[src/rtl/alu_pkg.sv]
`timescale 1ns/1ps
// Shared ALU definitions: word/count widths and the multiplier state encoding.
package alu_pkg;
    localparam int WORD_W    = 32;
    localparam int CNT_W     = 6;
    localparam int MUL_ITERS = 32;

    typedef enum logic [2:0] {
        ST_IDLE   = 3'd0,
        ST_NEG_A  = 3'd1,
        ST_NEG_B  = 3'd2,
        ST_MUL    = 3'd3,
        ST_NEG_LO = 3'd4,
        ST_NEG_HI = 3'd5,
        ST_DONE   = 3'd6
    } mul_state_t;
endpackage

[src/rtl/cla32bit.sv]
`timescale 1ns/1ps
// 32-bit adder: eight 4-bit carry-lookahead groups, group carries rippled.
import alu_pkg::*;

module cla32bit (
    input  logic [WORD_W-1:0] i_a,
    input  logic [WORD_W-1:0] i_b,
    input  logic              i_cin,
    output logic [WORD_W-1:0] o_sum,
    output logic              o_cout
);
    localparam int GRPS = WORD_W / 4;

    logic [WORD_W-1:0] w_p;
    logic [WORD_W-1:0] w_g;
    logic [GRPS-1:0]   w_grp_p;
    logic [GRPS-1:0]   w_grp_g;
    logic [GRPS-1:0]   w_gcin;
    logic              w_cout;

    assign w_p = i_a ^ i_b;
    assign w_g = i_a & i_b;

    for (genvar gi = 0; gi < GRPS; gi++) begin : g_grp
        logic [3:0] w_gp;
        logic [3:0] w_gg;
        logic [3:0] w_c;
        assign w_gp = w_p[4*gi +: 4];
        assign w_gg = w_g[4*gi +: 4];
        assign w_grp_p[gi] = &w_gp;
        assign w_grp_g[gi] = w_gg[3] | (w_gp[3] & w_gg[2]) | (w_gp[3] & w_gp[2] & w_gg[1])
                           | (w_gp[3] & w_gp[2] & w_gp[1] & w_gg[0]);
        assign w_c[0] = w_gcin[gi];
        assign w_c[1] = w_gg[0] | (w_gp[0] & w_gcin[gi]);
        assign w_c[2] = w_gg[1] | (w_gp[1] & w_gg[0]) | (w_gp[1] & w_gp[0] & w_gcin[gi]);
        assign w_c[3] = w_gg[2] | (w_gp[2] & w_gg[1]) | (w_gp[2] & w_gp[1] & w_gg[0])
                      | (w_gp[2] & w_gp[1] & w_gp[0] & w_gcin[gi]);
        assign o_sum[4*gi +: 4] = w_gp ^ w_c;
    end

    // Ripple the group carries from the group propagate/generate terms.
    always_comb begin
        logic w_c;
        w_gcin = '0;
        w_c    = i_cin;
        for (int i = 0; i < GRPS; i++) begin
            w_gcin[i] = w_c;
            w_c       = w_grp_g[i] | (w_grp_p[i] & w_c);
        end
        w_cout = w_c;
    end

    assign o_cout = w_cout;
endmodule

[src/rtl/mul32_seq_ctrl.sv]
`timescale 1ns/1ps
// Sequential 32x32->64 multiplier: operand negation, 32 shift-add steps and
// result negation all share one 32-bit adder.
import alu_pkg::*;

module mul32_seq_ctrl #(
    parameter bit SIGNED_SUPPORT = 1'b1
) (
    input  logic              clk,
    input  logic              clr_n,
    input  logic              start,
    input  logic              signed_op,
    input  logic [WORD_W-1:0] a,
    input  logic [WORD_W-1:0] b,
    output logic              busy,
    output logic              done,
    output logic [WORD_W-1:0] hi,
    output logic [WORD_W-1:0] lo
);
    mul_state_t        r_state, w_nxt;
    logic [WORD_W-1:0] r_mcand, r_acc_hi, r_lo_q;
    logic [CNT_W-1:0]  r_cnt;
    logic              r_neg_a, r_neg_b, r_neg_p, r_c_q;

    logic [WORD_W-1:0] w_add_a, w_add_b, w_sum;
    logic              w_add_cin, w_cout;
    logic              w_s, w_na, w_nb, w_last;

    assign w_s    = signed_op & SIGNED_SUPPORT;
    assign w_na   = w_s & a[WORD_W-1];
    assign w_nb   = w_s & b[WORD_W-1];
    assign w_last = (r_cnt == CNT_W'(MUL_ITERS - 1));

    cla32bit u_add (
        .i_a    (w_add_a),
        .i_b    (w_add_b),
        .i_cin  (w_add_cin),
        .o_sum  (w_sum),
        .o_cout (w_cout)
    );

    // Next-state and adder operand selection; negation is ~x + 1 (or + saved carry).
    always_comb begin
        w_nxt     = r_state;
        w_add_a   = '0;
        w_add_b   = '0;
        w_add_cin = 1'b0;
        case (r_state)
            ST_IDLE: begin
                if (start)
                    w_nxt = w_na ? ST_NEG_A : (w_nb ? ST_NEG_B : ST_MUL);
            end
            ST_NEG_A: begin
                w_add_a   = ~r_mcand;
                w_add_cin = 1'b1;
                w_nxt     = r_neg_b ? ST_NEG_B : ST_MUL;
            end
            ST_NEG_B: begin
                w_add_a   = ~r_lo_q;
                w_add_cin = 1'b1;
                w_nxt     = ST_MUL;
            end
            ST_MUL: begin
                w_add_a = r_acc_hi;
                w_add_b = r_lo_q[0] ? r_mcand : '0;
                if (w_last)
                    w_nxt = r_neg_p ? ST_NEG_LO : ST_DONE;
            end
            ST_NEG_LO: begin
                w_add_a   = ~r_lo_q;
                w_add_cin = 1'b1;
                w_nxt     = ST_NEG_HI;
            end
            ST_NEG_HI: begin
                w_add_a   = ~r_acc_hi;
                w_add_cin = r_c_q;
                w_nxt     = ST_DONE;
            end
            ST_DONE: w_nxt = ST_IDLE;
            default: w_nxt = ST_IDLE;
        endcase
    end

    // State register.
    always_ff @(posedge clk or negedge clr_n) begin
        if (!clr_n) r_state <= ST_IDLE;
        else        r_state <= w_nxt;
    end

    // Datapath registers: load on start, then negate / shift-add in place.
    always_ff @(posedge clk or negedge clr_n) begin
        if (!clr_n) begin
            r_mcand  <= '0;
            r_acc_hi <= '0;
            r_lo_q   <= '0;
            r_cnt    <= '0;
            r_neg_a  <= 1'b0;
            r_neg_b  <= 1'b0;
            r_neg_p  <= 1'b0;
            r_c_q    <= 1'b0;
        end else begin
            case (r_state)
                ST_IDLE: begin
                    if (start) begin
                        r_mcand  <= a;
                        r_lo_q   <= b;
                        r_acc_hi <= '0;
                        r_cnt    <= '0;
                        r_neg_a  <= w_na;
                        r_neg_b  <= w_nb;
                        r_neg_p  <= w_na ^ w_nb;
                    end
                end
                ST_NEG_A: r_mcand <= w_sum;
                ST_NEG_B: r_lo_q  <= w_sum;
                ST_MUL: begin
                    r_acc_hi <= {w_cout, w_sum[WORD_W-1:1]};
                    r_lo_q   <= {w_sum[0], r_lo_q[WORD_W-1:1]};
                    r_cnt    <= r_cnt + 1'b1;
                end
                ST_NEG_LO: begin
                    r_lo_q <= w_sum;
                    r_c_q  <= w_cout;
                end
                ST_NEG_HI: r_acc_hi <= w_sum;
                default: ;
            endcase
        end
    end

    assign busy = (r_state != ST_IDLE);
    assign done = (r_state == ST_DONE);
    assign hi   = r_acc_hi;
    assign lo   = r_lo_q;
endmodule

[config.mk]
export PLATFORM = sky130hd
export DESIGN_NAME = mul32_seq_ctrl
export DESIGN_NICKNAME = d
export VERILOG_FILES = /design/src/rtl/alu_pkg.sv /design/src/rtl/cla32bit.sv /design/src/rtl/mul32_seq_ctrl.sv
export SDC_FILE = /design/constraint.sdc
export NUM_CORES = 1
export LEC_CHECK = 0
export ABC_CLOCK_PERIOD_IN_PS = 4930
export CORE_ASPECT_RATIO = 0.5
export CORE_UTILIZATION = 49
export CTS_BUF_LIST = sky130_fd_sc_hd__clkbuf_4 sky130_fd_sc_hd__clkbuf_8
export CTS_CLUSTER_SIZE = 12
export DETAILED_ROUTE_END_ITERATION = 16
export PLACE_DENSITY = 0.75
export SLEW_MARGIN = 20
export SYNTH_ARGS = -nofsm -noshare
export SYNTH_HDL_FRONTEND = slang
export SYNTH_SLANG_ARGS = --single-unit
[constraint.sdc]
create_clock -name clk -period 4.93 [get_ports clk]
set_input_delay 0.7395 -clock clk [delete_from_list [all_inputs] [get_ports clk]]
set_output_delay 0.7395 -clock clk [all_outputs]
set_load 0.01 [all_outputs]
==> results.md <==
* Outcome: finished, final reports clean
* Clk buf depth at 2
* Syn Nets at 1044
* H-tree levels at 3
* Hold Buf Count CTS at 0
* PortBufs at 133
* Max Freq at 0.218 GHz
* Num rows at 32
* Worst EP arrival at 4850 ps
* CTS Buf Count at 9
* Flops & latches, synth at ~110
* Element type at the critical path start: flip-flop
* CP required at 5190 ps
* Largest family of logic cells by synthesized area: compound AO/OA/AOI/OAI gates
* Compound-Gate Fraction of Synth Area at 27.9%
* Final Hold Fails at 0
* Layout cell share with drive strength beyond 1 at 6.59%
* Largest net degree at the start of global routing at approximately 110
* Clock slew at the register clock pins of the worst setup and hold paths at 110 ps
* Placeable Area at 15500 um2
* Max-cap violation count at 0
* Max Clock Skew at 13.0 ps
* Pwr Density at ~230 nW/um2
* Vias in the first global route at ~7400
* Clk root buf: clkbuf_8
* Post-synthesis cell area at 7820 um2
* Dominant synthesized flop cell: dfrtp_1
* Netlist cell types at between 50 and 60
* Detail Route Antenna Nets at 0
* I/O pin total at 134
* HP Class: input pin to asynchronous set/reset pin
* DRC viols at 0
* Top post-synthesis cells by area: dfrtp_1, a21oi_1, nor2_1
* Synth Area in XOR/XNOR at 2.90%
* Pins over their slew limit at 0
* Maximum vdd drop at 157 uV
* GR Util All Layers at between 20% and 30%
* Post-Syn Area per Cell at 8.37 um2
* Pleak at 4.12 nW
* Dpl hpwl at 16700 um
* Critical path endpoint category: flip-flop
* Chip width at 181 um
* Leading area contributor after synthesis: dfrtp_1
* Postcts setup bufs at 0
* Die area at between 15000 and 20000 um2
* First-pass DRT Iterations at 5
* Final wirelength at 24300 um
* Warnings, synthesis at 0
* Post_cts resized at 0
* Worst hold margin at approximately 480 ps
* Vias post-DR at around 7800
* Post-synth EDFFs at 0
* Initial DRC Count at 730
* Clk Latency, worst-skew pair at 390 ps
* Effective utilization at floorplan at 50.5%
* Gp weighted congestion at 0.908
* Reg-to-reg critical path startpoint: r_state[0]
* Die Y at 91.3 um
* Final setup fails at 0
* First-pass GRT wire length at 39200 um
* Clock sink count at 108
* Simple-gate share of the synthesized area at 17.5%
* Via-to-Cell Ratio at 6.33
* Area Growth Syn to Fin at 21.8%
* Setup TNS at 0 ps
* Worst Path Max Fanout at 111
* Relative slew slack at 25.0%
* Final critical-path required period at 4590 ps
* Unrepaired setup endpoints after global routing: no
* Critical Path Source: r_state[0]
* Post-Synthesis Cells at 934
* Fraction of registers with async set/reset at 100%
* Final worst-path cycle share at 93.2%
* Post-DR wirelength/cell at 19.7 um
* TritonCTS clock tree: built
* Yosys top cell area share at 34.6%
* Mux cell area share after synthesis at 5.39%
* Adder-Cell Fraction of Synth Area at approximately 7.5%
* CP Class: flip-flop to flip-flop
* Seq/Total Area, Yosys at 34.6%
* Total gr overflow at 0
* Initial antenna violation count at 0
* Worst slew pin tran at 1130 ps
* Final #Nets at 1137
* Most frequent cells in the layout: a21oi_1, nor2_1, clkdlybuf4s50_1, dfrtp_1, nand2_1
-- kinds of logic after synthesis --
group	Yosys count
compound gates	332
xor+xnor	25
fa+ha+maj	42
simple gates	296
flops	108
mux	42
buf+inv	89
-- state kept, by name, summed over array words and instances (netlist names) --
| signal | cells |
|---|---|
| hi | 32 |
| lo | 32 |
| r_mcand | 32 |
| r_cnt | 6 |
| r_state | 3 |
| r_c_q | 1 |
| r_neg_b | 1 |
| r_neg_p | 1 |
-- worst max-delay path, stage by stage, from the launching register on --
cell and delay (ps):
dfrtp_4 440, buf_12 420, mux2i_1 290, a21oi_1 90, o22ai_1 170, ha_1 300, and2_1 200, a221o_1 340
a21oi_1 160, o21ai_1 120, nand3_2 110, nand3_2 170, a31oi_2 300, inv_1 90, fa_1 440, xnor2_1 330
nor2_1 80, a221oi_1 250, a21oi_1 110
-- metrics by stage --
stage | total power, W | cell area [um2] | cells | worst slack [ps] | util, %
2_1_floorplan | 0.00137 | 7820 | 934 | 424 | -
3_3_place_gp | 0.00160 | 9330 | 1219 | 386 | 60.2
3_5_place_dp | 0.00161 | 9330 | 1219 | 302 | 60.2
4_1_cts | 0.00214 | 9510 | 1235 | 252 | 61.4
5_1_grt | 0.00224 | 9530 | 1236 | 3.72 | 61.5
6_report | 0.00214 | 9530 | 1237 | 338 | 61.5
-- synthesized netlist by cell type (9+ instances only) --
master	instances
o221ai_1	20
a21oi_1	133
nand2_1	55
buf_1	10
dfrtp_1	108
a22oi_1	17
mux2i_1	41
o21ai_0	23
xnor2_1	16
ha_1	34
nand3_1	13
a211oi_1	25
and2_1	29
clkbuf_1	64
o22ai_1	32
a31oi_1	9
inv_1	15
a221oi_1	19
nor2_1	137
and3_1	35
-- final cells by class --
type,instances,area [um2]
repair buffers,155,1510
flip-flops and latches,108,2710
well taps,204,255
inverters,15,56.3
multi-input cells,738,4820
clock inverters,5,36.3
fillers,1373,5970
diodes,1,2.50
clock buffers,11,145
-- metal layers --
layer	up-vias	wire (um)	GRT usage [%]
li1	3616	-	-
met1	3811	11000	42.4
met2	372	11100	47.7
met3	33	1950	4.93
met4	0	345	7.48
met5	-	0	0
-- report_power, final --
part / total, W / switching [W] / internal [W] / leakage [nW]
Combinational: 0.000631 / 0.000362 / 0.000269 / 2.71
Sequential: 0.000975 / 0.0000466 / 0.000928 / 1.32
Clock: 0.000539 / 0.000334 / 0.000205 / 0.0854
Total: 0.00214 / 0.000743 / 0.00140 / 4.12
-- worst paths after layout --
path | to | slack (ps) | depth (start not counted)
setup / recovery | lo[21] | 340 | 18
hold / removal | lo[4] | 480 | 1
setup reg to reg | lo[21] | 340 | 18
hold reg to reg | r_cnt[5] | 510 | 1
max in group asynchronous | hi[9] | 3370 | 2
min in group clk | r_cnt[5] | 510 | 1
Power figures use the tool's default switching activity.
